===== config.mk =====
export PLATFORM = sky130hd
export DESIGN_NAME = lfsr_prbs_check
export DESIGN_NICKNAME = d
export VERILOG_FILES = /design/src/rtl/lfsr_prbs_check.sv
export SDC_FILE = /design/constraint.sdc
export NUM_CORES = 1
export LEC_CHECK = 0
export ABC_AREA = 1
export CAP_MARGIN = 20
export CELL_PAD_IN_SITES_DETAIL_PLACEMENT = 1
export CELL_PAD_IN_SITES_GLOBAL_PLACEMENT = 1
export CORE_AREA = 2 2 146 220
export DETAILED_ROUTE_END_ITERATION = 8
export DIE_AREA = 0 0 148 222
export GPL_TIMING_DRIVEN = 0
export PLACE_DENSITY = 0.9
export SLEW_MARGIN = 25
export SYNTH_ARGS = -nofsm -noshare
export SYNTH_HDL_FRONTEND = slang
export SYNTH_SLANG_ARGS = --single-unit

===== constraint.sdc =====
create_clock -name clk -period 10.64 [get_ports clk]
set_clock_uncertainty 0.05 [all_clocks]
set_input_delay 1.064 -clock clk [delete_from_list [all_inputs] [get_ports clk]]
set_output_delay 1.064 -clock clk [all_outputs]
set_load 0.02 [all_outputs]

===== src/rtl/lfsr_prbs_check.sv =====
// Self-synchronising PRBS checker: predicts each received bit from earlier received
// bits via the LFSR recurrence, tracks lock and keeps saturating error counters.
module lfsr_prbs_check #(
   parameter int                    LFSR_WIDTH   = 31,
   parameter logic [LFSR_WIDTH-1:0] LFSR_POLY    = 31'h10000001,
   parameter bit                    REVERSE      = 1'b0,
   parameter int                    DATA_WIDTH   = 64,
   parameter int                    LOCK_COUNT   = 4,
   parameter int                    UNLOCK_COUNT = 8
) (
   input  logic                  clk,
   input  logic                  rst_n,
   input  logic                  clear,
   input  logic [DATA_WIDTH-1:0] data_in,
   input  logic                  data_valid,
   output logic                  error_valid,
   output logic [DATA_WIDTH-1:0] error_out,
   output logic                  locked,
   output logic [31:0]           word_err_count,
   output logic [31:0]           bit_err_count
);

   localparam int STREAM_W    = LFSR_WIDTH + DATA_WIDTH;
   localparam int PCNT_W      = $clog2(DATA_WIDTH + 1);
   localparam int PRIME_WORDS = (LFSR_WIDTH + DATA_WIDTH - 1) / DATA_WIDTH;
   localparam int PRIME_W     = $clog2(PRIME_WORDS + 1);
   localparam int LOCK_W      = $clog2(LOCK_COUNT + 1);
   localparam int UNLOCK_W    = $clog2(UNLOCK_COUNT + 1);

   typedef enum logic [1:0] {
      ST_PRIME  = 2'd0,
      ST_HUNT   = 2'd1,
      ST_LOCKED = 2'd2
   } state_e;

   function automatic logic [31:0] sat_add32(input logic [31:0] a, input logic [31:0] b);
      logic [32:0] sum;
      sum = {1'b0, a} + {1'b0, b};
      if (sum[32]) begin
         return 32'hFFFF_FFFF;
      end else begin
         return sum[31:0];
      end
   endfunction

   state_e                state_q, state_d;
   logic [LFSR_WIDTH-1:0] hist_q, hist_d;
   logic [PRIME_W-1:0]    prime_cnt_q, prime_cnt_d;
   logic [LOCK_W-1:0]     clean_cnt_q, clean_cnt_d;
   logic [UNLOCK_W-1:0]   unlock_cnt_q, unlock_cnt_d;
   logic                  err_valid_q, err_valid_d;
   logic [DATA_WIDTH-1:0] err_out_q, err_out_d;
   logic                  locked_q, locked_d;
   logic [31:0]           word_err_q, word_err_d;
   logic [31:0]           bit_err_q, bit_err_d;

   logic [DATA_WIDTH-1:0] word_t_s;
   logic [DATA_WIDTH-1:0] err_t_s;
   logic [DATA_WIDTH-1:0] err_s;
   logic [STREAM_W-1:0]   stream_s;
   logic [PCNT_W-1:0]     pcnt_s;
   logic                  err_any_s;
   logic                  word_zero_s;

   // Reorder the word so index 0 is the earliest bit in time.
   always_comb begin
      word_t_s = {DATA_WIDTH{1'b0}};
      for (int t = 0; t < DATA_WIDTH; t++) begin
         if (REVERSE) begin
            word_t_s[t] = data_in[t];
         end else begin
            word_t_s[t] = data_in[DATA_WIDTH-1-t];
         end
      end
   end

   // Oldest bits at index 0; taps for bit t of the word start at stream_s[t].
   assign stream_s = {word_t_s, hist_q};

   // Predict from received bits only, so in-word taps use the raw data.
   always_comb begin
      err_t_s = {DATA_WIDTH{1'b0}};
      err_s   = {DATA_WIDTH{1'b0}};
      pcnt_s  = {PCNT_W{1'b0}};
      for (int t = 0; t < DATA_WIDTH; t++) begin
         err_t_s[t] = word_t_s[t] ^ (^(stream_s[t +: LFSR_WIDTH] & LFSR_POLY));
         pcnt_s     = pcnt_s + PCNT_W'(err_t_s[t]);
      end
      for (int k = 0; k < DATA_WIDTH; k++) begin
         if (REVERSE) begin
            err_s[k] = err_t_s[k];
         end else begin
            err_s[k] = err_t_s[DATA_WIDTH-1-k];
         end
      end
   end

   assign err_any_s   = |err_t_s;
   assign word_zero_s = (data_in == {DATA_WIDTH{1'b0}});

   // Lock state machine, history update and error counters.
   always_comb begin
      state_d      = state_q;
      hist_d       = hist_q;
      prime_cnt_d  = prime_cnt_q;
      clean_cnt_d  = clean_cnt_q;
      unlock_cnt_d = unlock_cnt_q;
      err_valid_d  = 1'b0;
      err_out_d    = {DATA_WIDTH{1'b0}};
      word_err_d   = word_err_q;
      bit_err_d    = bit_err_q;
      if (data_valid) begin
         err_valid_d = 1'b1;
         hist_d      = stream_s[DATA_WIDTH +: LFSR_WIDTH];
         case (state_q)
            ST_PRIME: begin
               if (prime_cnt_q == PRIME_W'(PRIME_WORDS - 1)) begin
                  state_d     = ST_HUNT;
                  prime_cnt_d = {PRIME_W{1'b0}};
               end else begin
                  prime_cnt_d = prime_cnt_q + PRIME_W'(1);
               end
            end
            ST_HUNT: begin
               err_out_d = err_s;
               // An all-zero word is never accepted as clean: zero is a fixed point.
               if (err_any_s || word_zero_s) begin
                  clean_cnt_d = {LOCK_W{1'b0}};
               end else if (clean_cnt_q == LOCK_W'(LOCK_COUNT - 1)) begin
                  state_d      = ST_LOCKED;
                  clean_cnt_d  = {LOCK_W{1'b0}};
                  unlock_cnt_d = {UNLOCK_W{1'b0}};
               end else begin
                  clean_cnt_d = clean_cnt_q + LOCK_W'(1);
               end
            end
            ST_LOCKED: begin
               err_out_d = err_s;
               bit_err_d = sat_add32(bit_err_q, 32'(pcnt_s));
               if (err_any_s) begin
                  word_err_d = sat_add32(word_err_q, 32'd1);
                  if (unlock_cnt_q == UNLOCK_W'(UNLOCK_COUNT - 1)) begin
                     state_d      = ST_HUNT;
                     unlock_cnt_d = {UNLOCK_W{1'b0}};
                     clean_cnt_d  = {LOCK_W{1'b0}};
                  end else begin
                     unlock_cnt_d = unlock_cnt_q + UNLOCK_W'(1);
                  end
               end else begin
                  unlock_cnt_d = {UNLOCK_W{1'b0}};
               end
            end
            default: begin
               state_d = ST_PRIME;
            end
         endcase
      end else begin
         err_valid_d = 1'b0;
      end
      if (clear) begin
         word_err_d = 32'd0;
         bit_err_d  = 32'd0;
      end else begin
         word_err_d = word_err_d;
      end
      locked_d = (state_d == ST_LOCKED);
   end

   // State and output registers.
   always_ff @(posedge clk or negedge rst_n) begin
      if (!rst_n) begin
         state_q      <= ST_PRIME;
         hist_q       <= {LFSR_WIDTH{1'b0}};
         prime_cnt_q  <= {PRIME_W{1'b0}};
         clean_cnt_q  <= {LOCK_W{1'b0}};
         unlock_cnt_q <= {UNLOCK_W{1'b0}};
         err_valid_q  <= 1'b0;
         err_out_q    <= {DATA_WIDTH{1'b0}};
         locked_q     <= 1'b0;
         word_err_q   <= 32'd0;
         bit_err_q    <= 32'd0;
      end else begin
         state_q      <= state_d;
         hist_q       <= hist_d;
         prime_cnt_q  <= prime_cnt_d;
         clean_cnt_q  <= clean_cnt_d;
         unlock_cnt_q <= unlock_cnt_d;
         err_valid_q  <= err_valid_d;
         err_out_q    <= err_out_d;
         locked_q     <= locked_d;
         word_err_q   <= word_err_d;
         bit_err_q    <= bit_err_d;
      end
   end

   assign error_valid    = err_valid_q;
   assign error_out      = err_out_q;
   assign locked         = locked_q;
   assign word_err_count = word_err_q;
   assign bit_err_count  = bit_err_q;

endmodule


# Word-level counts from Yosys, hierarchy flattened
# Index checks and enable logic that the tools add are counted.
op_classes:
  addsub: 68
  eq_ne: 9
  n_mux: 30
  bitwise: 64
  reduce_logical: 78
ops:
  columns: ["cell", "count"]
  rows:
  - ["parity 31 bit", 64]
  - ["adder 7 x 1 -> 7 bit", 57]
  - ["two-way mux 32 bit", 9]
  - ["two-way mux 64 bit", 2]
  - ["logical NOT 64 bit", 1]
  - ["OR reduction 64 bit", 1]
  - ["XOR 1 bit", 64]
  - ["adder 32 x 1 -> 33 bit (second input constant)", 1]
  - ["adder 32 x 7 -> 33 bit", 1]
  - ["two-way mux 4 bit", 4]
  - ["two-way mux 2 bit", 6]
  - ["two-way mux 3 bit", 4]
  - ["!= test 2 bit (second input constant)", 4]
  - ["one-hot mux 4 bit (2 select lines)", 1]
  - ["AND reduction 4 bit", 2]
  - ["nonzero test 2 bit", 4]
  - ["adder 6 x 1 -> 7 bit", 1]
  - ["adder 5 x 1 -> 6 bit", 1]
  - ["one-hot mux 2 bit (3 select lines)", 1]
  - ["one-hot mux 3 bit (2 select lines)", 1]
  - ["adder 4 x 1 -> 5 bit", 1]
  - ["adder 3 x 1 -> 4 bit", 1]
  - ["adder 4 x 1 -> 4 bit (second input constant)", 1]
  - ["== test 2 bit (second input constant)", 2]
  - ["13 further kinds", 15]
word_totals:
  reg_bits: 171
  inputBits: 68
  out_inout_bits: 130
  word_cells: 259

# Logic depth before layout (Yosys ltp)
# Gate-level depths: netlist of run 1.
logic_depth:
  word_depth: 70
  mapped_depth: 35
  ltp_nobuf: 35

# Least setup slack after synthesis of run 1
# OpenSTA, ideal clock, no wires.
synth_path:
  kind: "input-to-reg"
  from: "in data_in[19]"
  to: "reg bit_err_q[6], in the netlist bit_err_count[6]"
  setup_ps: 64
  arrival_ps: 7548
  slack_ps: 2978
  cell_stages: 32
  path_buffers: 1
  path_cell_list: "inv_1 > nand2_1 > nand2_1 > nand2_1 > nand2_1 > inv_1 > fa_1 > inv_1 > fa_1 > inv_1 > fa_1 > fa_1 > fa_1 > fa_1 > inv_1 > fa_1 > fa_1 > fa_1 > inv_1 > fa_1 > nand2_1 > o21ai_2 > nand2_1 > nand2_1 > nand2_2 > nand2_4 > nand2_4 > nor2_8 > nand4_2 > buf_6 > a21oi_1 > a21o_1"
synth_via:
  elab_chain_len: 26
  elab_cells_between_ends: 28
  cone_classes: "add/sub: 21; mux: 4; bitwise: 2; reduce/logical: 1"
synth_rtl:
  columns: ["item", "line_no", "rtl"]
  rows:
  - ["from (decl)", "14", "input logic [DATA_WIDTH-1:0] data_in,"]
  - ["XOR 1 bit", "86", "err_t_s[t] = word_t_s[t] ^ (^(stream_s[t +: LFSR_WIDTH] & LFSR_POLY));"]
  - ["adder 7 x 1 -> 7 bit (3 in series)", "87", "pcnt_s = pcnt_s + PCNT_W'(err_t_s[t]);"]
  - ["adder 7 x 1 -> 7 bit (*) (17 in series)", "87", null]
  - ["adder 32 x 7 -> 33 bit (*)", "38", "sum = {1'b0, a} + {1'b0, b};"]
  - ["two-way mux 32 bit (*)", "39", "if (sum[32]) begin"]
  - ["two-way mux 32 bit (*)", "115", "case (state_q)"]
  - ["two-way mux 32 bit (*)", "112", "if (data_valid) begin"]
  - ["two-way mux 32 bit (*)", "160", "if (clear) begin"]
  - ["to (signal assigned)", "192", "bit_err_q <= bit_err_d;"]
  - ["to (decl)", "55", "logic [31:0] bit_err_q, bit_err_d;"]
# Mark *: on every way between the ends. The rest lies on a longest branch, timed or not. The select of a mux whose other input is x is not followed.
# A chain may end at the register's enable or synchronous reset.

# Final worst setup path of run 1
layout_path:
  from: "in data_in[49]"
  to: "reg bit_err_q[21], in the netlist bit_err_count[21]"
layout_via:
  elab_chain_len: 56
  elab_cells_between_ends: 60
  cone_classes: "add/sub: 51; mux: 4; bitwise: 3; reduce/logical: 2"
layout_rtl:
  columns: ["item", "line_no"]
  rows:
  - ["XOR 1 bit", "86"]
  - ["adder 7 x 1 -> 7 bit (31 in series)", "87"]
  - ["adder 7 x 1 -> 7 bit (*) (19 in series)", "87"]
  - ["adder 32 x 7 -> 33 bit (*)", "38"]
  - ["two-way mux 32 bit (*)", "39"]
  - ["two-way mux 32 bit (*)", "115"]
  - ["two-way mux 32 bit (*)", "112"]
  - ["two-way mux 32 bit (*)", "160"]
# Marked as above.

==> results of run 1 <==
-- worst paths after layout --
| check | start | endpoint | slack (ns) | depth (start not counted) |
|---|---|---|---|---|
| setup / recovery | data_in[49] | bit_err_count[21] | 1.56 | 33 |
| hold reg to reg | clean_cnt_q[2] | clean_cnt_q[2] | 0.47 | 2 |
| max in group asynchronous | rst_n | bit_err_count[1] | 9.40 | 2 |
| hold / removal | rst_n | word_err_count[17] | 0.44 | 1 |
| min in group clk | clean_cnt_q[2] | clean_cnt_q[2] | 0.47 | 2 |
| setup reg to reg | hist_q[29] | bit_err_count[21] | 2.60 | 33 |
-- logic make-up after synthesis --
group	Yosys count	synth area share, %
flip-flops	170	34.8
adder cells (fa/ha/maj)	90	12.6
AND/OR/NAND/NOR	900	32.4
buffers and inverters	312	10.1
XOR/XNOR	30	2.15
AO/OA/AOI/OAI	174	7.97
-- power breakdown --
| group | internal (mW) | switching (mW) |
|---|---|---|
| Sequential | 0.687 | 0.0216 |
| Combinational | 1.88 | 3.00 |
| Clock | 0.382 | 0.281 |
-- Yosys cell counts (4+ instances only) --
library cell    n  share of area [%]
nor2_4          7               0.64
dfrtp_1       170                 35
nor2_1        133                4.1
a21oi_1        20               0.82
nand3_1       124                5.1
inv_1         239                7.3
fa_1           56                9.2
nor2_2          6               0.31
a31oi_1        18               0.92
nand3_2         5               0.41
clkbuf_1       20               0.61
o21ai_0        68                2.8
nand2_4         6               0.55
xnor2_1         4               0.29
nand2_2        18               0.92
ha_1           34                3.5
a21o_1          6               0.37
buf_6           8               0.74
nand2_1       528                 16
a22o_1          5               0.36
inv_2          40                1.2
nor3_1         31                1.3
nor4_1         16               0.82
nand4_1        12               0.61
o21ai_1        44                1.8
xor2_1         26                1.9
-- registers in the layout (all words and copies together) (netlist names) --
register and flops:
unlock_cnt_q 4, hist_q 31, error_out 64, locked 1
bit_err_count 32, state_q 2, word_err_count 32, error_valid 1
clean_cnt_q 3
-- cells in the final DEF (no fill, tap or decap), types with 31 or more instances in the layout --
cell type	synthesis	final
nor2_1	133	133
nand2_1	528	528
clkdlybuf4s50_1	0	196
inv_2	40	40
nor3_1	31	31
o21ai_1	44	44
fa_1	56	56
dfrtp_1	170	170
inv_1	239	239
nand3_1	124	124
ha_1	34	34
o21ai_0	68	68
-- through the flow --
stage               std cells  setup slack [ns]
CTS                      2312              1.59
detailed placement       2280              1.16
global placement         2278              1.02
floorplan                1676              2.98
finish                   2312              1.56
global route             2312              1.29
-- per-layer routing --
| layer | track usage [%] | routed length [microns] | vias up |
|---|---|---|---|
| li1 | - | - | 5670 |
| met1 | 29.7 | 16600 | 6178 |
| met2 | 57.6 | 26400 | 474 |
| met3 | 4.77 | 2130 | 233 |
| met4 | 26.7 | 5070 | 0 |
| met5 | 0 | 0 | - |
-- cell type report --
cell class	instances	area share, %
Buffer	32	1.22
Clock buffer	22	3.02
Timing Repair Buffer	199	13.2
Clock inverter	10	0.919
Multi-Input combinational cell	1194	43.9
Sequential cell	170	27.7
Inverter	280	6.83
Tap cell	405	3.29
==> impl_results.html, run 1 <==
<table>
<tr><th>Metric</th><th>Value</th></tr>
<tr><th colspan="2">Critical path</th></tr>
<tr><td>Arrival time of the worst setup path</td><td>~9.4 ns</td></tr>
<tr><td>Cell repeated most along the worst path</td><td>fa_1</td></tr>
<tr><td>Longest individual stage delay on the worst path</td><td>roughly 0.66 ns</td></tr>
<tr><td>Number of buffers and inverters on the critical path</td><td>8</td></tr>
<tr><td>Endpoint type of the worst setup path</td><td>flip-flop</td></tr>
<tr><td>Top cell family by delay on the critical path</td><td>adder cells</td></tr>
<tr><td>Max FO, Critical Path</td><td>10</td></tr>
<tr><td>Startpoint Class</td><td>input pin</td></tr>
<tr><td>Setup CP Type</td><td>input pin to flip-flop</td></tr>
<tr><td>Critical-path top delay cell</td><td>clkdlybuf4s50_1</td></tr>
<tr><td>Worst path required time</td><td>10.96 ns</td></tr>
<tr><th colspan="2">Clock tree</th></tr>
<tr><td>TritonCTS clock tree</td><td>done</td></tr>
<tr><td>Sinks on the clock net</td><td>between 150 and 200</td></tr>
<tr><td>Clock input transition at the sequential cells of the worst setup and hold paths</td><td>around 0.07 ns</td></tr>
<tr><td>Count of hold-fix buffers inserted at cts</td><td>0</td></tr>
<tr><td>Clock insertion delay at the later pin of the skew report</td><td>between 0.4 and 0.5 ns</td></tr>
<tr><td>Buffer type at the clock tree root</td><td>clkbuf_16</td></tr>
<tr><td>Number of buffers on the longest clock path</td><td>2</td></tr>
<tr><td>Total setup buffers inserted after CTS</td><td>0</td></tr>
<tr><td>Post-CTS Resized</td><td>0</td></tr>
<tr><td># H-tree levels</td><td>4</td></tr>
<tr><td>Num CTS Buffers</td><td>17</td></tr>
<tr><th colspan="2">STA</th></tr>
<tr><td>Slew at the pin closest to its max-slew limit</td><td>0.819 ns</td></tr>
<tr><td>Unrepaired setup endpoints after global routing</td><td>false</td></tr>
<tr><td>Fmax</td><td>110 MHz</td></tr>
<tr><td>Final hold violation count</td><td>0</td></tr>
<tr><td>Final count of pins violating max slew</td><td>0</td></tr>
<tr><td>Final setup violation count</td><td>0</td></tr>
<tr><td>Worst max-slew margin expressed relative to the limit</td><td>between 40% and 50%</td></tr>
<tr><td>Post-route minimum period</td><td>9.08 ns</td></tr>
<tr><td>Worst hold margin</td><td>between 0.4 and 0.5 ns</td></tr>
<tr><td>Final total negative setup slack</td><td>0 ns</td></tr>
<tr><td>Post-route fraction of the period consumed by the critical path</td><td>85.3%</td></tr>
<tr><th colspan="2">Yosys</th></tr>
<tr><td>Number of nets in the synthesized netlist</td><td>1834</td></tr>
<tr><td>Cell area after technology mapping</td><td>approximately 12000 sq um</td></tr>
<tr><td>Async set or reset register ratio after synthesis</td><td>between 90% and 100%</td></tr>
<tr><td>Yosys warning count</td><td>0</td></tr>
<tr><td>Proportion of synthesized chip area in sequential cells</td><td>a little over a third</td></tr>
<tr><td>Distinct cell type count after synthesis</td><td>49</td></tr>
<tr><td>Synthesized flop and latch total</td><td>170</td></tr>
<tr><td>Most instantiated flip-flop cell in the synthesis netlist</td><td>dfrtp_1</td></tr>
<tr><td>Post-Syn Instances</td><td>1676</td></tr>
<tr><td>Average size of a mapped cell</td><td>about 7.3 sq um</td></tr>
<tr><td>Count of flip-flops with a built-in enable after synthesis</td><td>0</td></tr>
<tr><th colspan="2">Placed design</th></tr>
<tr><td>Placed instance area</td><td>between 10000 and 15000 sq um</td></tr>
<tr><td>GP Congestion</td><td>between 0.9 and 1</td></tr>
<tr><td>Number of buffers inserted by port buffering</td><td>slightly below 200</td></tr>
<tr><td>Detailed-placement wirelength estimate</td><td>between 40000 and 50000 microns</td></tr>
<tr><th colspan="2">Layout</th></tr>
<tr><td>Number of fill cells</td><td>between 3000 and 4000</td></tr>
<tr><td>Area Overhead vs Synth</td><td>25.7%</td></tr>
<tr><td>Multi-input gate area</td><td>~6700 sq um</td></tr>
<tr><td>Cell area after layout</td><td>15400 sq um</td></tr>
<tr><td>Diodes inserted</td><td>0</td></tr>
<tr><td>Layout cell share with drive strength beyond 1</td><td>between 7 and 8%</td></tr>
<tr><td>Final Core Density</td><td>around half</td></tr>
<tr><td>Register area</td><td>about 4300 sq um</td></tr>
<tr><td>Number of nets at the end of the flow</td><td>approximately 2100</td></tr>
<tr><th colspan="2">Power</th></tr>
<tr><td>Power density over the cells</td><td>about 410 nW/um^2</td></tr>
<tr><td>Peak supply drop</td><td>between 1 and 1.5 mV</td></tr>
<tr><td>Power after layout</td><td>6.24 mW</td></tr>
<tr><td>Leak pwr</td><td>7.75 nW</td></tr>
<tr><th colspan="2">Min path</th></tr>
<tr><td>Worst hold path type</td><td>input pin to async pin</td></tr>
<tr><th colspan="2">Detailed routing</th></tr>
<tr><td>Number of DRC violations after detailed routing</td><td>0</td></tr>
<tr><td>Total detailed-routing wirelength</td><td>between 50000 and 60000 microns</td></tr>
<tr><td>DRT antenna net count</td><td>0</td></tr>
<tr><td>Wirelength per Cell</td><td>21.7 microns</td></tr>
<tr><td>Iteration-0 DRC count of the detailed router</td><td>~610</td></tr>
<tr><td>DR vias</td><td>12600</td></tr>
<tr><td>Mean number of vias per cell</td><td>approximately 5.4</td></tr>
<tr><td>TritonRoute pass-1 iters</td><td>5</td></tr>
<tr><th colspan="2">Floorplanning</th></tr>
<tr><td>Height of the chip</td><td>about 220 microns</td></tr>
<tr><td>Placeable core region</td><td>just over 30000 sq um</td></tr>
<tr><td>Width of the die</td><td>~150 microns</td></tr>
<tr><td>Number of top-level pins</td><td>between 150 and 200</td></tr>
<tr><td>Effective utilization at floorplan</td><td>39.7%</td></tr>
<tr><td>Number of core rows</td><td>around 80</td></tr>
<tr><td>Die footprint</td><td>32900 sq um</td></tr>
<tr><th colspan="2">Global routing</th></tr>
<tr><td>Vias in the first global route</td><td>14000</td></tr>
<tr><td>First-pass GRT wire length</td><td>roughly 78000 microns</td></tr>
<tr><td>Total global routing track utilization</td><td>31.3%</td></tr>
<tr><td>Maximum number of pins on one net before global-route repair</td><td>70</td></tr>
<tr><td>Antenna violations before repair</td><td>0</td></tr>
<tr><td>Global-route congestion overflow total</td><td>0</td></tr>
<tr><th colspan="2">Run</th></tr>
<tr><td>Count of maximum capacitance violations</td><td>0</td></tr>
<tr><th colspan="2">Status</th></tr>
<tr><td>Result of the run</td><td>finished, final reports clean</td></tr>
</table>
Power figures use the tool's default switching activity.
==> inputs of run 2 (changes only) <==
Settings changed: HOLD_SLACK_MARGIN set to 0.03, PLACE_DENSITY 0.9 to unset, PLACE_DENSITY_LB_ADDON set to 0.1.
==> impl_results.html, run 2 (synthesis results as in run 1) <==
<table>
<tr><th>Metric</th><th>Value</th></tr>
<tr><th colspan="2">Critical path</th></tr>
<tr><td>Startpoint Class</td><td>input pin (unchanged)</td></tr>
<tr><td>Cell repeated most along the worst path</td><td>fa_1 (unchanged)</td></tr>
<tr><td>Critical-path top delay cell</td><td>clkdlybuf4s50_1 (unchanged)</td></tr>
<tr><td>Longest individual stage delay on the worst path</td><td>0.59 ns (was 0.66 ns)</td></tr>
<tr><td>Setup CP Type</td><td>input pin to flip-flop (unchanged)</td></tr>
<tr><td>Endpoint type of the worst setup path</td><td>flip-flop (unchanged)</td></tr>
<tr><td>Max FO, Critical Path</td><td>5 (was 10)</td></tr>
<tr><td>Top cell family by delay on the critical path</td><td>adder cells (unchanged)</td></tr>
<tr><td>Number of buffers and inverters on the critical path</td><td>8 (unchanged)</td></tr>
<tr><td>Arrival time of the worst setup path</td><td>9.09 ns (was 9.40 ns)</td></tr>
<tr><td>Worst path required time</td><td>10.97 ns (was 10.96 ns)</td></tr>
<tr><th colspan="2">Layout</th></tr>
<tr><td>Number of fill cells</td><td>3939 (was 3915)</td></tr>
<tr><td>Diodes inserted</td><td>0 (unchanged)</td></tr>
<tr><td>Register area</td><td>4250 sq um (unchanged)</td></tr>
<tr><td>Layout cell share with drive strength beyond 1</td><td>7.60% (was 7.50%)</td></tr>
<tr><td>Most frequent cells in the layout</td><td>nand2_1 (528), inv_1 (239), clkdlybuf4s50_1 (196), dfrtp_1 (170), nor2_1 (133) (unchanged)</td></tr>
<tr><td>Multi-input gate area</td><td>6750 sq um (unchanged)</td></tr>
<tr><td>Largest register FFs</td><td>64 (unchanged)</td></tr>
<tr><td>Cell area after layout</td><td>15300 sq um (was 15400 sq um)</td></tr>
<tr><td>Area Overhead vs Synth</td><td>25.3% (was 25.7%)</td></tr>
<tr><td>Number of nets at the end of the flow</td><td>2052 (unchanged)</td></tr>
<tr><td>Final Core Density</td><td>49.7% (was 49.9%)</td></tr>
<tr><td>Leading cell type in the layout, fill and taps excluded</td><td>nand2_1 (unchanged)</td></tr>
<tr><th colspan="2">Floorplanning</th></tr>
<tr><td>Width of the die</td><td>148 microns (unchanged)</td></tr>
<tr><td>Height of the chip</td><td>222 microns (unchanged)</td></tr>
<tr><td>Number of top-level pins</td><td>198 (unchanged)</td></tr>
<tr><td>Placeable core region</td><td>30800 sq um (unchanged)</td></tr>
<tr><td>Number of core rows</td><td>79 (unchanged)</td></tr>
<tr><td>Die footprint</td><td>32900 sq um (unchanged)</td></tr>
<tr><td>Effective utilization at floorplan</td><td>39.7% (unchanged)</td></tr>
<tr><th colspan="2">Detailed routing</th></tr>
<tr><td>Iteration-0 DRC count of the detailed router</td><td>453 (was 606)</td></tr>
<tr><td>DRT antenna net count</td><td>0 (unchanged)</td></tr>
<tr><td>DR vias</td><td>12000 (was 12600)</td></tr>
<tr><td>Total detailed-routing wirelength</td><td>47300 microns (was 50200 microns)</td></tr>
<tr><td>Number of DRC violations after detailed routing</td><td>0 (unchanged)</td></tr>
<tr><td>TritonRoute pass-1 iters</td><td>5 (unchanged)</td></tr>
<tr><td>Mean number of vias per cell</td><td>5.19 (was 5.43)</td></tr>
<tr><td>Wirelength per Cell</td><td>20.4 microns (was 21.7 microns)</td></tr>
<tr><th colspan="2">STA</th></tr>
<tr><td>Post-route minimum period</td><td>8.76 ns (was 9.08 ns)</td></tr>
<tr><td>Final count of pins violating max slew</td><td>0 (unchanged)</td></tr>
<tr><td>Final hold violation count</td><td>0 (unchanged)</td></tr>
<tr><td>Final total negative setup slack</td><td>0 ns (unchanged)</td></tr>
<tr><td>Final setup violation count</td><td>0 (unchanged)</td></tr>
<tr><td>Worst hold margin</td><td>0.328 ns (was 0.439 ns)</td></tr>
<tr><td>Slew at the pin closest to its max-slew limit</td><td>0.901 ns (was 0.819 ns)</td></tr>
<tr><td>Post-route fraction of the period consumed by the critical path</td><td>82.3% (was 85.3%)</td></tr>
<tr><td>Fmax</td><td>114 MHz (was 110 MHz)</td></tr>
<tr><td>Unrepaired setup endpoints after global routing</td><td>false (unchanged)</td></tr>
<tr><td>Worst max-slew margin expressed relative to the limit</td><td>39.5% (was 44.9%)</td></tr>
<tr><th colspan="2">Global routing</th></tr>
<tr><td>Global-route congestion overflow total</td><td>0 (unchanged)</td></tr>
<tr><td>Most used routing layer</td><td>met2 (unchanged)</td></tr>
<tr><td>Met1 demand-to-capacity share in global routing</td><td>33.7% (was 29.7%)</td></tr>
<tr><td>M2 GR Usage</td><td>55.5% (was 57.6%)</td></tr>
<tr><td>Maximum number of pins on one net before global-route repair</td><td>89 (was 70)</td></tr>
<tr><td>First-pass GRT wire length</td><td>74100 microns (was 77500 microns)</td></tr>
<tr><td>Total global routing track utilization</td><td>29.8% (was 31.3%)</td></tr>
<tr><td>Met3 track demand over resource</td><td>3.40% (was 4.77%)</td></tr>
<tr><td>Vias in the first global route</td><td>13000 (was 14000)</td></tr>
<tr><td>Antenna violations before repair</td><td>0 (unchanged)</td></tr>
<tr><th colspan="2">Power</th></tr>
<tr><td>Part of the total power dissipated in combinational logic</td><td>76.8% (was 78.0%)</td></tr>
<tr><td>Peak supply drop</td><td>0.792 mV (was 1.16 mV)</td></tr>
<tr><td>Leak pwr</td><td>7.72 nW (was 7.75 nW)</td></tr>
<tr><td>Int Power</td><td>2.77 mW (was 2.95 mW)</td></tr>
<tr><td>Net switching fraction of the power</td><td>51.5% (was 52.8%)</td></tr>
<tr><td>Total net switching power</td><td>2.94 mW (was 3.30 mW)</td></tr>
<tr><td>Part of the total power dissipated in the clock network</td><td>10.8% (was 10.6%)</td></tr>
<tr><td>Reg power frac</td><td>12.4% (was 11.4%)</td></tr>
<tr><td>Power after layout</td><td>5.72 mW (was 6.24 mW)</td></tr>
<tr><td>Power density over the cells</td><td>373 nW/um^2 (was 406 nW/um^2)</td></tr>
<tr><th colspan="2">Clock tree</th></tr>
<tr><td># H-tree levels</td><td>4 (unchanged)</td></tr>
<tr><td>Clock input transition at the sequential cells of the worst setup and hold paths</td><td>0.07 ns (about the same)</td></tr>
<tr><td>Buffer type at the clock tree root</td><td>clkbuf_16 (unchanged)</td></tr>
<tr><td>Clock insertion delay at the later pin of the skew report</td><td>0.46 ns (about the same)</td></tr>
<tr><td>Total setup buffers inserted after CTS</td><td>0 (unchanged)</td></tr>
<tr><td>Count of hold-fix buffers inserted at cts</td><td>0 (unchanged)</td></tr>
<tr><td>Num CTS Buffers</td><td>17 (unchanged)</td></tr>
<tr><td>Number of buffers on the longest clock path</td><td>2 (unchanged)</td></tr>
<tr><td>TritonCTS clock tree</td><td>done (unchanged)</td></tr>
<tr><td>Sinks on the clock net</td><td>170 (unchanged)</td></tr>
<tr><td>Post-CTS Resized</td><td>0 (unchanged)</td></tr>
<tr><th colspan="2">Placed design</th></tr>
<tr><td>GP Congestion</td><td>0.956 (was 0.991)</td></tr>
<tr><td>Number of buffers inserted by port buffering</td><td>197 (unchanged)</td></tr>
<tr><td>Placed instance area</td><td>14800 sq um (unchanged)</td></tr>
<tr><td>Detailed-placement wirelength estimate</td><td>39000 microns (was 41200 microns)</td></tr>
<tr><th colspan="2">Status</th></tr>
<tr><td>Result of the run</td><td>finished, final reports clean (unchanged)</td></tr>
<tr><th colspan="2">Run</th></tr>
<tr><td>Count of maximum capacitance violations</td><td>0 (unchanged)</td></tr>
<tr><th colspan="2">Min path</th></tr>
<tr><td>Worst hold path type</td><td>input pin to async pin (unchanged)</td></tr>
</table>
==> run 2: worst reg2reg max path, delay by kind of cell (launching register included) <==
family                     cells  cell delay, ns
DFF                            1            0.42
adders and majority gates     10            4.80
AOI/OAI and AO/OA              4            0.45
buffers and inverters          7            0.57
and+or+nand+nor               13            1.41
==> run 2: power groups by stage <==
stage               logic (mW)  registers [mW]  clock network, mW
global route              5.22           0.713              0.652
detailed placement        4.40           0.721                  0
global placement          4.26           0.721                  0
CTS                       4.45           0.709              0.630
floorplan                 3.30           0.752                  0
finish                    4.39           0.709              0.617
==> run 2: path summary, 6_finish.rpt <==
check | startpoint | end | slack [ns] | depth (start not counted)
min in group clk | clean_cnt_q[1] | clean_cnt_q[1] | 0.45 | 2
max in group asynchronous | rst_n | bit_err_count[6] | 9.57 | 2
worst min-delay path | rst_n | error_out[50] | 0.33 | 1
worst max-delay path | data_in[47] | bit_err_count[15] | 1.88 | 34
worst min register to register | clean_cnt_q[1] | clean_cnt_q[1] | 0.45 | 2
worst max register to register | hist_q[29] | bit_err_count[15] | 2.89 | 34
==> run 2: layout make-up <==
class	count	share of cell area, %
clock buffer	21	3.07
timing repair buffer	199	13.3
inverter	280	6.85
multi-input combinational	1194	44.0
sequential	170	27.7
buffer	32	1.22
clock inverter	11	0.571
tap	405	3.30
==> run 2: stage by stage <==
step	worst slack, ns	instances
finish	1.88	2312
global placement	0.867	2278
CTS	1.83	2312
global route	1.45	2312
floorplan	2.98	1676
detailed placement	1.38	2280
==> run 2: layer usage <==
layer | share of wire (%) | vias up
met5 | 0 | -
met4 | 4.4 | 0
met3 | 3.6 | 87
met2 | 54 | 311
met1 | 38 | 5919
li1 | - | 5675
==> inputs of run 3 (changes only) <==
Clock period 10.64 ns to 8.33 ns, I/O delays scaled along.
==> impl_results.html, run 3 (synthesis results as in run 1) <==
<table>
<tr><th>Metric</th><th>Value</th></tr>
<tr><th colspan="2">Critical path</th></tr>
<tr><td>Number of buffers and inverters on the critical path</td><td>8 (unchanged)</td></tr>
<tr><td>Endpoint type of the worst setup path</td><td>flip-flop (unchanged)</td></tr>
<tr><td>Top cell family by delay on the critical path</td><td>adder cells (unchanged)</td></tr>
<tr><td>Critical-path top delay cell</td><td>fa_1 (was clkdlybuf4s50_1)</td></tr>
<tr><td>Cell repeated most along the worst path</td><td>fa_1 (unchanged)</td></tr>
<tr><td>Max FO, Critical Path</td><td>10 (was 5)</td></tr>
<tr><td>Worst path required time</td><td>8.66 ns (was 10.97 ns)</td></tr>
<tr><td>Longest individual stage delay on the worst path</td><td>0.60 ns (was 0.59 ns)</td></tr>
<tr><td>Startpoint Class</td><td>input pin (unchanged)</td></tr>
<tr><td>Arrival time of the worst setup path</td><td>8.31 ns (was 9.09 ns)</td></tr>
<tr><td>Setup CP Type</td><td>input pin to flip-flop (unchanged)</td></tr>
<tr><th colspan="2">Global routing</th></tr>
<tr><td>Total global routing track utilization</td><td>29.8% (about the same)</td></tr>
<tr><td>First-pass GRT wire length</td><td>74200 microns (was 74100 microns)</td></tr>
<tr><td>Maximum number of pins on one net before global-route repair</td><td>89 (unchanged)</td></tr>
<tr><td>Antenna violations before repair</td><td>0 (unchanged)</td></tr>
<tr><td>Vias in the first global route</td><td>13000 (about the same)</td></tr>
<tr><td>Global-route congestion overflow total</td><td>0 (unchanged)</td></tr>
<tr><th colspan="2">STA</th></tr>
<tr><td>Final count of pins violating max slew</td><td>0 (unchanged)</td></tr>
<tr><td>Post-route minimum period</td><td>between 7 and 8 ns</td></tr>
<tr><td>Post-route worst setup slack</td><td>0.355 ns (was 1.88 ns)</td></tr>
<tr><td>Final hold violation count</td><td>0 (unchanged)</td></tr>
<tr><td>Slew at the pin closest to its max-slew limit</td><td>0.901 ns (about the same)</td></tr>
<tr><td>Final setup violation count</td><td>0 (unchanged)</td></tr>
<tr><td>Worst max-slew margin expressed relative to the limit</td><td>39.5% (about the same)</td></tr>
<tr><td>Post-route fraction of the period consumed by the critical path</td><td>a little over nine tenths</td></tr>
<tr><td>Fmax</td><td>approximately 130 MHz</td></tr>
<tr><th colspan="2">Layout</th></tr>
<tr><td>Number of nets at the end of the flow</td><td>2061 (was 2052)</td></tr>
<tr><td>Leading cell type in the layout, fill and taps excluded</td><td>nand2_1 (unchanged)</td></tr>
<tr><td>Layout cell share with drive strength beyond 1</td><td>9.76% (was 7.60%)</td></tr>
<tr><td>Area Overhead vs Synth</td><td>27.3% (was 25.3%)</td></tr>
<tr><td>Diodes inserted</td><td>0 (unchanged)</td></tr>
<tr><td>Largest register FFs</td><td>64 (unchanged)</td></tr>
<tr><td>Number of fill cells</td><td>3924 (was 3939)</td></tr>
<tr><td>Most frequent cells in the layout</td><td>nand2_1 (506), inv_1 (236), dfrtp_1 (170), clkdlybuf4s50_1 (140), nor2_1 (133) (was nand2_1 (528), inv_1 (239), clkdlybuf4s50_1 (196), dfrtp_1 (170), nor2_1 (133))</td></tr>
<tr><td>Final Core Density</td><td>50.5% (was 49.7%)</td></tr>
<tr><th colspan="2">Clock tree</th></tr>
<tr><td>Buffer type at the clock tree root</td><td>clkbuf_16 (unchanged)</td></tr>
<tr><td>Clock insertion delay at the later pin of the skew report</td><td>0.46 ns (about the same)</td></tr>
<tr><td>Num CTS Buffers</td><td>17 (unchanged)</td></tr>
<tr><td>Clock input transition at the sequential cells of the worst setup and hold paths</td><td>0.07 ns (about the same)</td></tr>
<tr><td>Number of buffers on the longest clock path</td><td>2 (unchanged)</td></tr>
<tr><td># H-tree levels</td><td>4 (unchanged)</td></tr>
<tr><td>Count of hold-fix buffers inserted at cts</td><td>0 (unchanged)</td></tr>
<tr><td>TritonCTS clock tree</td><td>done (unchanged)</td></tr>
<tr><td>Sinks on the clock net</td><td>170 (unchanged)</td></tr>
<tr><th colspan="2">Detailed routing</th></tr>
<tr><td>DR vias</td><td>12000 (about the same)</td></tr>
<tr><td>Mean number of vias per cell</td><td>5.19 (about the same)</td></tr>
<tr><td>TritonRoute pass-1 iters</td><td>5 (unchanged)</td></tr>
<tr><td>Total detailed-routing wirelength</td><td>47500 microns (was 47300 microns)</td></tr>
<tr><td>Iteration-0 DRC count of the detailed router</td><td>451 (was 453)</td></tr>
<tr><td>DRT antenna net count</td><td>0 (unchanged)</td></tr>
<tr><td>Wirelength per Cell</td><td>20.5 microns (was 20.4 microns)</td></tr>
<tr><td>Number of DRC violations after detailed routing</td><td>0 (unchanged)</td></tr>
<tr><th colspan="2">Run</th></tr>
<tr><td>Count of maximum capacitance violations</td><td>0 (unchanged)</td></tr>
<tr><th colspan="2">Placed design</th></tr>
<tr><td>GP Congestion</td><td>0.956 (unchanged)</td></tr>
<tr><td>Post-placement setup slack</td><td>-0.699 ns (was 1.38 ns)</td></tr>
<tr><td>Number of buffers inserted by port buffering</td><td>197 (unchanged)</td></tr>
<tr><td>Detailed-placement wirelength estimate</td><td>39000 microns (unchanged)</td></tr>
<tr><th colspan="2">Power</th></tr>
<tr><td>Power after layout</td><td>7.81 mW (was 5.72 mW)</td></tr>
<tr><td>Power density over the cells</td><td>501 nW/um^2 (was 373 nW/um^2)</td></tr>
<tr><td>Peak supply drop</td><td>0.964 mV (was 0.792 mV)</td></tr>
<tr><td>Leak pwr</td><td>8.21 nW (was 7.72 nW)</td></tr>
<tr><th colspan="2">Min path</th></tr>
<tr><td>Worst hold path type</td><td>input pin to async pin (unchanged)</td></tr>
<tr><th colspan="2">Floorplanning</th></tr>
<tr><td>Die footprint</td><td>32900 sq um (unchanged)</td></tr>
<tr><td>Effective utilization at floorplan</td><td>39.7% (unchanged)</td></tr>
<tr><td>Width of the die</td><td>148 microns (unchanged)</td></tr>
<tr><td>Placeable core region</td><td>30800 sq um (unchanged)</td></tr>
<tr><td>Number of core rows</td><td>79 (unchanged)</td></tr>
<tr><td>Number of top-level pins</td><td>198 (unchanged)</td></tr>
<tr><td>Height of the chip</td><td>222 microns (unchanged)</td></tr>
<tr><th colspan="2">Status</th></tr>
<tr><td>Result of the run</td><td>finished, final reports clean (unchanged)</td></tr>
</table>
run 3: cell type report:
| class | count | area (sq um) | share of cell area [%] |
|---|---|---|---|
| Multi-Input combinational cell | 1194 | 6840 | 43.9 |
| Sequential cell | 170 | 4250 | 27.3 |
| Timing Repair Buffer | 208 | 2180 | 14.0 |
| Inverter | 280 | 1050 | 6.75 |
| Tap cell | 405 | 507 | 3.25 |
| Clock buffer | 21 | 470 | 3.02 |
| Buffer | 32 | 188 | 1.20 |
| Clock inverter | 11 | 87.6 | 0.562 |
run 3: final timing paths:
path / end / cells after the start / slack (ns) / startpoint
setup / recovery: bit_err_count[20] / 32 / 0.35 / data_in[62]
hold / removal: error_out[50] / 1 / 0.1 / rst_n
setup reg to reg: bit_err_count[20] / 33 / 0.61 / hist_q[29]
hold reg to reg: clean_cnt_q[1] / 2 / 0.45 / clean_cnt_q[1]
max in group asynchronous: bit_err_count[12] / 2 / 7.49 / rst_n
min in group clk: clean_cnt_q[1] / 2 / 0.45 / clean_cnt_q[1]
run 3: what timing repair did:
item,CTS,global route
resized for setup,17,85
setup endpoints to repair,32,32
setup buffers,3,6
gates cloned,0,0
pin swaps,3,10
run 3: layer usage:
metal	part of all wire, %	up-vias	track usage [%]
met5	0	-	0
met4	4.5	0	13.2
met3	3.3	100	3.40
met2	53	302	55.6
met1	39	5943	33.7
li1	-	5693	-
run 3: power breakdown:
group	total, mW	internal, mW	switching (mW)
clock	0.790	0.409	0.381
combinational	6.12	2.66	3.45
sequential	0.906	0.878	0.0286
total	7.81	3.95	3.86
run 3: through the flow:
stage | hold WS (ns) | instances | cell area [sq um] | TNS, ns
after floorplan | 0.413 | 1676 | 12200 | 0
after global placement | 0.437 | 2278 | 14700 | -220.37
after detailed placement | 0.437 | 2280 | 14800 | -20.20
after CTS | 0.0838 | 2315 | 15400 | 0
after global routing | 0.0871 | 2321 | 15600 | -0.0120
final | 0.0998 | 2321 | 15600 | 0
